--- src/rtl/console_pkg.sv ---
// Shared state encoding and control-character codes
// for the text console writer.
package console_pkg;

    localparam int CON_CHAR_W = 9;

    typedef enum logic [2:0] {
        INIT_CLEAR,
        IDLE,
        SCROLL_RD,
        SCROLL_WR,
        CLEAR_ROW,
        CLEAR_ALL
    } console_state_t;

    localparam logic [CON_CHAR_W-1:0] CH_SPACE = 9'd32;
    localparam logic [CON_CHAR_W-1:0] CH_BS    = 9'd8;
    localparam logic [CON_CHAR_W-1:0] CH_LF    = 9'd10;
    localparam logic [CON_CHAR_W-1:0] CH_FF    = 9'd12;
    localparam logic [CON_CHAR_W-1:0] CH_CR    = 9'd13;

endpackage

--- src/rtl/console_fill.sv ---
// Address sweep used to blank a range of the text RAM,
// one cell per clock from base to base+len-1.
module console_fill #(
    parameter int ADDR_W = 11
) (
    input  logic              clk,
    input  logic              reset_n,
    input  logic              start,
    input  logic [ADDR_W-1:0] base,
    input  logic [ADDR_W-1:0] len,
    output logic              active,
    output logic [ADDR_W-1:0] addr,
    output logic              done
);

    logic [ADDR_W-1:0] cnt;
    logic [ADDR_W-1:0] base_q;
    logic [ADDR_W-1:0] len_q;

    always_ff @(posedge clk) begin
        if (!reset_n) begin
            active <= 1'b0;
            cnt    <= '0;
            base_q <= '0;
            len_q  <= '0;
        end else if (start) begin
            active <= 1'b1;
            cnt    <= '0;
            base_q <= base;
            len_q  <= len;
        end else if (active) begin
            if (done) begin
                active <= 1'b0;
            end else begin
                cnt <= cnt + ADDR_W'(1);
            end
        end
    end

    assign addr = base_q + cnt;
    assign done = active && (cnt == len_q - ADDR_W'(1));

endmodule

--- src/rtl/text_console_writer.sv ---
// Cursor-tracking character writer for the COLS x ROWS text RAM,
// with line wrap, hardware scroll and screen/row clearing.
module text_console_writer
    import console_pkg::*;
#(
    parameter int COLS   = 40,
    parameter int ROWS   = 30,
    parameter int CHAR_W = 9,
    parameter int ADDR_W = 11
) (
    input  logic              clk,
    input  logic              reset_n,
    input  logic              in_valid,
    input  logic [CHAR_W-1:0] in_char,
    output logic              in_ready,
    output logic              ram_we,
    output logic [ADDR_W-1:0] ram_waddr,
    output logic [CHAR_W-1:0] ram_wdata,
    output logic [ADDR_W-1:0] ram_raddr,
    input  logic [CHAR_W-1:0] ram_rdata,
    output logic [5:0]        cursor_x,
    output logic [4:0]        cursor_y,
    output logic              busy
);

    localparam logic [ADDR_W-1:0] CELLS     = ADDR_W'(COLS * ROWS);
    localparam logic [ADDR_W-1:0] COLS_A    = ADDR_W'(COLS);
    localparam logic [ADDR_W-1:0] LAST_ROW  = ADDR_W'(COLS * (ROWS - 1));
    localparam logic [ADDR_W-1:0] COPY_LAST = ADDR_W'(COLS * (ROWS - 1) - 1);
    localparam logic [5:0]        X_MAX     = 6'(COLS - 1);
    localparam logic [4:0]        Y_MAX     = 5'(ROWS - 1);

    localparam logic [CHAR_W-1:0] SPACE = CHAR_W'(CH_SPACE);
    localparam logic [CHAR_W-1:0] BS    = CHAR_W'(CH_BS);
    localparam logic [CHAR_W-1:0] LF    = CHAR_W'(CH_LF);
    localparam logic [CHAR_W-1:0] FF    = CHAR_W'(CH_FF);
    localparam logic [CHAR_W-1:0] CR    = CHAR_W'(CH_CR);

    console_state_t state, state_n;

    logic [ADDR_W-1:0] idx, idx_n;
    logic [5:0]        cx_n;
    logic [4:0]        cy_n;
    logic              we_n;
    logic [ADDR_W-1:0] waddr_n;
    logic [CHAR_W-1:0] wdata_n;
    logic [ADDR_W-1:0] raddr_n;
    logic              newline;

    logic              fill_start;
    logic [ADDR_W-1:0] fill_base;
    logic [ADDR_W-1:0] fill_len;
    logic              fill_active;
    logic [ADDR_W-1:0] fill_addr;
    logic              fill_done;

    logic [ADDR_W-1:0] cur_addr;
    logic [ADDR_W-1:0] bs_addr;
    logic              is_print;

    assign cur_addr = ADDR_W'(cursor_y) * COLS_A + ADDR_W'(cursor_x);
    assign bs_addr  = cur_addr - ADDR_W'(1);
    assign is_print = (in_char >= SPACE);

    // Row clear follows the scroll copy; everything else blanks the screen.
    assign fill_base = (state == SCROLL_WR || state == CLEAR_ROW) ? LAST_ROW : '0;
    assign fill_len  = (state == SCROLL_WR || state == CLEAR_ROW) ? COLS_A : CELLS;

    console_fill #(
        .ADDR_W (ADDR_W)
    ) u_fill (
        .clk     (clk),
        .reset_n (reset_n),
        .start   (fill_start),
        .base    (fill_base),
        .len     (fill_len),
        .active  (fill_active),
        .addr    (fill_addr),
        .done    (fill_done)
    );

    always_ff @(posedge clk) begin
        if (!reset_n) begin
            state     <= INIT_CLEAR;
            idx       <= '0;
            cursor_x  <= '0;
            cursor_y  <= '0;
            ram_we    <= 1'b0;
            ram_waddr <= '0;
            ram_wdata <= '0;
            ram_raddr <= '0;
        end else begin
            state     <= state_n;
            idx       <= idx_n;
            cursor_x  <= cx_n;
            cursor_y  <= cy_n;
            ram_we    <= we_n;
            ram_waddr <= waddr_n;
            ram_wdata <= wdata_n;
            ram_raddr <= raddr_n;
        end
    end

    always_comb begin
        state_n    = state;
        idx_n      = idx;
        cx_n       = cursor_x;
        cy_n       = cursor_y;
        we_n       = 1'b0;
        waddr_n    = ram_waddr;
        wdata_n    = ram_wdata;
        raddr_n    = ram_raddr;
        newline    = 1'b0;
        fill_start = 1'b0;

        unique case (state)
            INIT_CLEAR, CLEAR_ALL, CLEAR_ROW: begin
                if (fill_active) begin
                    we_n    = 1'b1;
                    waddr_n = fill_addr;
                    wdata_n = SPACE;
                    if (fill_done) begin
                        state_n = IDLE;
                    end
                end else begin
                    fill_start = 1'b1;
                end
            end
            IDLE: begin
                if (in_valid) begin
                    unique case (1'b1)
                        is_print: begin
                            we_n    = 1'b1;
                            waddr_n = cur_addr;
                            wdata_n = in_char;
                            if (cursor_x == X_MAX) begin
                                cx_n    = '0;
                                newline = 1'b1;
                            end else begin
                                cx_n = cursor_x + 6'd1;
                            end
                        end
                        (in_char == LF): begin
                            newline = 1'b1;
                        end
                        (in_char == CR): begin
                            cx_n = '0;
                        end
                        (in_char == FF): begin
                            cx_n       = '0;
                            cy_n       = '0;
                            fill_start = 1'b1;
                            state_n    = CLEAR_ALL;
                        end
                        (in_char == BS): begin
                            if (cursor_x != '0) begin
                                cx_n    = cursor_x - 6'd1;
                                we_n    = 1'b1;
                                waddr_n = bs_addr;
                                wdata_n = SPACE;
                            end
                        end
                        default: ;
                    endcase
                    // Bottom row: stay put and shift the screen up instead.
                    if (newline) begin
                        if (cursor_y == Y_MAX) begin
                            cx_n    = '0;
                            idx_n   = '0;
                            raddr_n = COLS_A;
                            state_n = SCROLL_RD;
                        end else begin
                            cy_n = cursor_y + 5'd1;
                        end
                    end
                end
            end
            SCROLL_RD: begin
                state_n = SCROLL_WR;
            end
            SCROLL_WR: begin
                we_n    = 1'b1;
                waddr_n = idx;
                wdata_n = ram_rdata;
                if (idx == COPY_LAST) begin
                    fill_start = 1'b1;
                    state_n    = CLEAR_ROW;
                end else begin
                    idx_n   = idx + ADDR_W'(1);
                    raddr_n = idx + COLS_A + ADDR_W'(1);
                    state_n = SCROLL_RD;
                end
            end
            default: begin
                state_n = INIT_CLEAR;
            end
        endcase
    end

    assign in_ready = (state == IDLE);
    assign busy     = (state != IDLE);

endmodule
--- config.mk ---
export PLATFORM = sky130hd
export DESIGN_NAME = text_console_writer
export DESIGN_NICKNAME = d
export VERILOG_FILES = /design/src/rtl/console_pkg.sv /design/src/rtl/console_fill.sv /design/src/rtl/text_console_writer.sv
export SDC_FILE = /design/constraint.sdc
export NUM_CORES = 1
export LEC_CHECK = 0
export CAP_MARGIN = 10
export CORE_AREA = 4 4 137 126
export CTS_CLUSTER_DIAMETER = 30
export DETAILED_ROUTE_END_ITERATION = 10
export DIE_AREA = 0 0 141 130
export SYNTH_ARGS = -nofsm -noshare
export SYNTH_HDL_FRONTEND = slang
export SYNTH_HIERARCHICAL = 1
export SYNTH_SLANG_ARGS = --single-unit
--- constraint.sdc ---
create_clock -name clk -period 5.25 [get_ports clk]
set_input_delay 0.525 -clock clk [delete_from_list [all_inputs] [get_ports clk]]
set_output_delay 0.525 -clock clk [all_outputs]
set_load 0.01 [all_outputs]
==> flow_metrics.tcl <==
set metrics [dict create \
    status "complete, no violations" \
    syn_inst 774 \
    setup-tns-final_ns 0 \
    drt_iter0_drc 433 \
    cts_buffers 9 \
    worstPathRequired_ns 5.48 \
    synth-seq-cells 88 \
    area_growth_pct 17.5 \
    rows 44 \
    port_buffers 65 \
    synthTopCellsByArea "dfxtp_1, mux2i_1, ha_1" \
    dp_slack_ns 1.37 \
    final.setup.worst_slack_ns 1.65 \
    yosys.area.top_type_share 0.284 \
    drive_gt1_frac 0.0630 \
    totalWireLength_um 16600 \
    syn-cell-area_um2 6200 \
    cts_resized 0 \
    root_buffer "clkbuf_16" \
    ys_warn_count 6 \
    drt_drc_violations_left 0 \
    critPathMaxFanout 24 \
    max_freq_mhz 278 \
    drv_cap 0 \
    clockBufferDepth 2 \
    track_usage 0.180 \
    powerDensity_nw_per_um2 206 \
    cts_setup_buffers 0 \
    worstMarginPinSlew_ns 0.893 \
    design_area_um2 7290 \
    synth_cell_types 75 \
    viasPerCell 5.36 \
    hp-class "flop to flop" \
    yosysMostFrequentCell "dfxtp_1" \
    min_period_ns 3.60 \
    clock_skew_ns 0.00638 \
    dr.pass1.iters 5 \
    n_antenna_cell 0 \
    place_area_um2 7010 \
    rsz0062_at_grt "false" \
    die_x_um 141 \
    async_reset_ff_frac 0 \
    vias 5533 \
    syn_avg_cell_area_um2 8.02 \
    dp_hpwl_um 12200 \
    wire_per_inst_um 16.1 \
    hold_buffers 0 \
    fin_nets 870 \
    yosysTopAreaCell "dfxtp_1" \
    final.period_utilization 0.685 \
    finalSetupViolCount 0 \
    clk_pin_slew_ns 0.07 \
    ios 66 \
    crit_path_end_kind "flop" \
    synthFlopType "dfxtp_1" \
    max-vdd-ir-drop_mv 0.160 \
    gp_congestion 0.896 \
    worstSetupPathType "input pin to flop" \
    antenna_found_initial 0 \
    initial_utilization 0.391 \
    die_area_um2 18300 \
    clkLatencyLatePin_ns 0.35 \
    clock-sinks 88 \
    hold_violations 0 \
    rrSetupSlack_ns 1.99 \
    tritoncts "done" \
    coreArea_um2 15900 \
    ant_nets 0 \
    die_h_um 130 \
    crit_path_start_kind "input pin" \
    grt_overflow_total 0 \
    yosysSeqAreaShare 0.284 \
    cp.arrival_ns 3.83 \
    slew_headroom 0.405 \
    synthTopCellsByCount "dfxtp_1, nand2_1, a21oi_1" \
    power_w 0.00150 \
    synth_edf_count 0 \
    grt_pass1_vias 5017 \
    slew_viol_final 0 \
    p_leak_nw 2.77 \
    grt_pass1_wl_um 26600 \
    grt_max_degree 43 \
    cts_max_level 3 \
]
[flip-flops by register name (all words and copies together) (netlist names)]
name and count:
idx 8, u_fill/base_q 11, ram_waddr 11, cursor_x 6, u_fill/cnt 11, u_fill/active 1
u_fill/len_q 11, ram_wdata 9, ram_raddr 11, state 3, cursor_y 5, ram_we 1
[routing by layer]
layer	part of all wire	track usage
met1	0.52	0.281
met2	0.42	0.250
met3	0.054	0.0304
met4	0.013	0.0536
met5	0	0
[path summary, 6_finish.rpt]
path,start,to,cells after the start
hold / removal,ram_raddr[7],ram_raddr[7],2
hold reg to reg,ram_raddr[7],ram_raddr[7],2
setup / recovery,in_char[5],u_fill/cnt[5],10
setup reg to reg,u_fill/len_q[0],state[0],11
[report_power, final]
group	total [W]	internal (W)	switching [W]
sequential	0.000711	0.000687	0.0000238
combinational	0.000183	0.0000883	0.0000942
clock	0.000611	0.000324	0.000287
[through the flow]
| step | utilization | hold slack (ns) | instances |
|---|---|---|---|
| after floorplan | - | 0.476 | 787 |
| after global placement | 0.442 | 0.440 | 1016 |
| after detailed placement | 0.442 | 0.446 | 1016 |
| after CTS | 0.460 | 0.456 | 1032 |
| after global routing | 0.460 | 0.471 | 1032 |
| final | 0.460 | 0.455 | 1032 |
[critical path, stage by stage]
cell and delay (ns):
clkdlybuf4s50_1 0.45, or4_1 0.83, nor3_1 0.75, a21oi_1 0.29
o31ai_4 0.10, buf_4 0.39, nor2b_1 0.09, buf_4 0.22
nand2b_1 0.09, mux2i_1 0.07
[cell families (layout without fill, tap and decap cells)]
family / Yosys count / after routing / synth area share
xor gates and xnor gates: 45 / 45 / 0.0672
DFF: 88 / 88 / 0.284
muxes: 48 / 48 / 0.0790
adders and majority gates: 29 / 29 / 0.0621
other: 2 / 15 / 0.00121
and+or+nand+nor: 291 / 291 / 0.247
buffers and inverters: 82 / 120 / 0.0561
AOI/OAI and AO/OA: 189 / 189 / 0.204
[final cells by class]
cell class	instances	area [µm²]
Clock buffer	9	225
Clock inverter	7	53.8
Fill cell	1562	8570
Inverter	30	113
Multi-Input combinational cell	617	4160
Sequential cell	88	1760
Tap cell	207	259
Timing Repair Buffer	74	718
[placed cells by master (no fill, tap or decap), drive strengths merged, types with 7 or more instances in the layout]
cell / Yosys / layout
nor2: 48 / 48
clkdlybuf4s50: 0 / 65
and2: 9 / 9
a211oi: 8 / 8
nor3: 17 / 17
nor3b: 7 / 7
conb: 2 / 15
nand3: 33 / 33
inv: 30 / 32
a21oi: 64 / 64
o21ai: 40 / 40
a21o: 10 / 10
nor2b: 36 / 36
xor2: 17 / 17
dfxtp: 88 / 88
o211ai: 9 / 9
nand4: 7 / 7
clkbuf: 39 / 9
and3: 13 / 13
ha: 26 / 26
mux2i: 40 / 40
buf: 13 / 9
o31ai: 7 / 7
mux2: 8 / 8
xnor2: 27 / 27
nand2: 67 / 67
nand2b: 21 / 21
(Power assumes the default switching activity.)
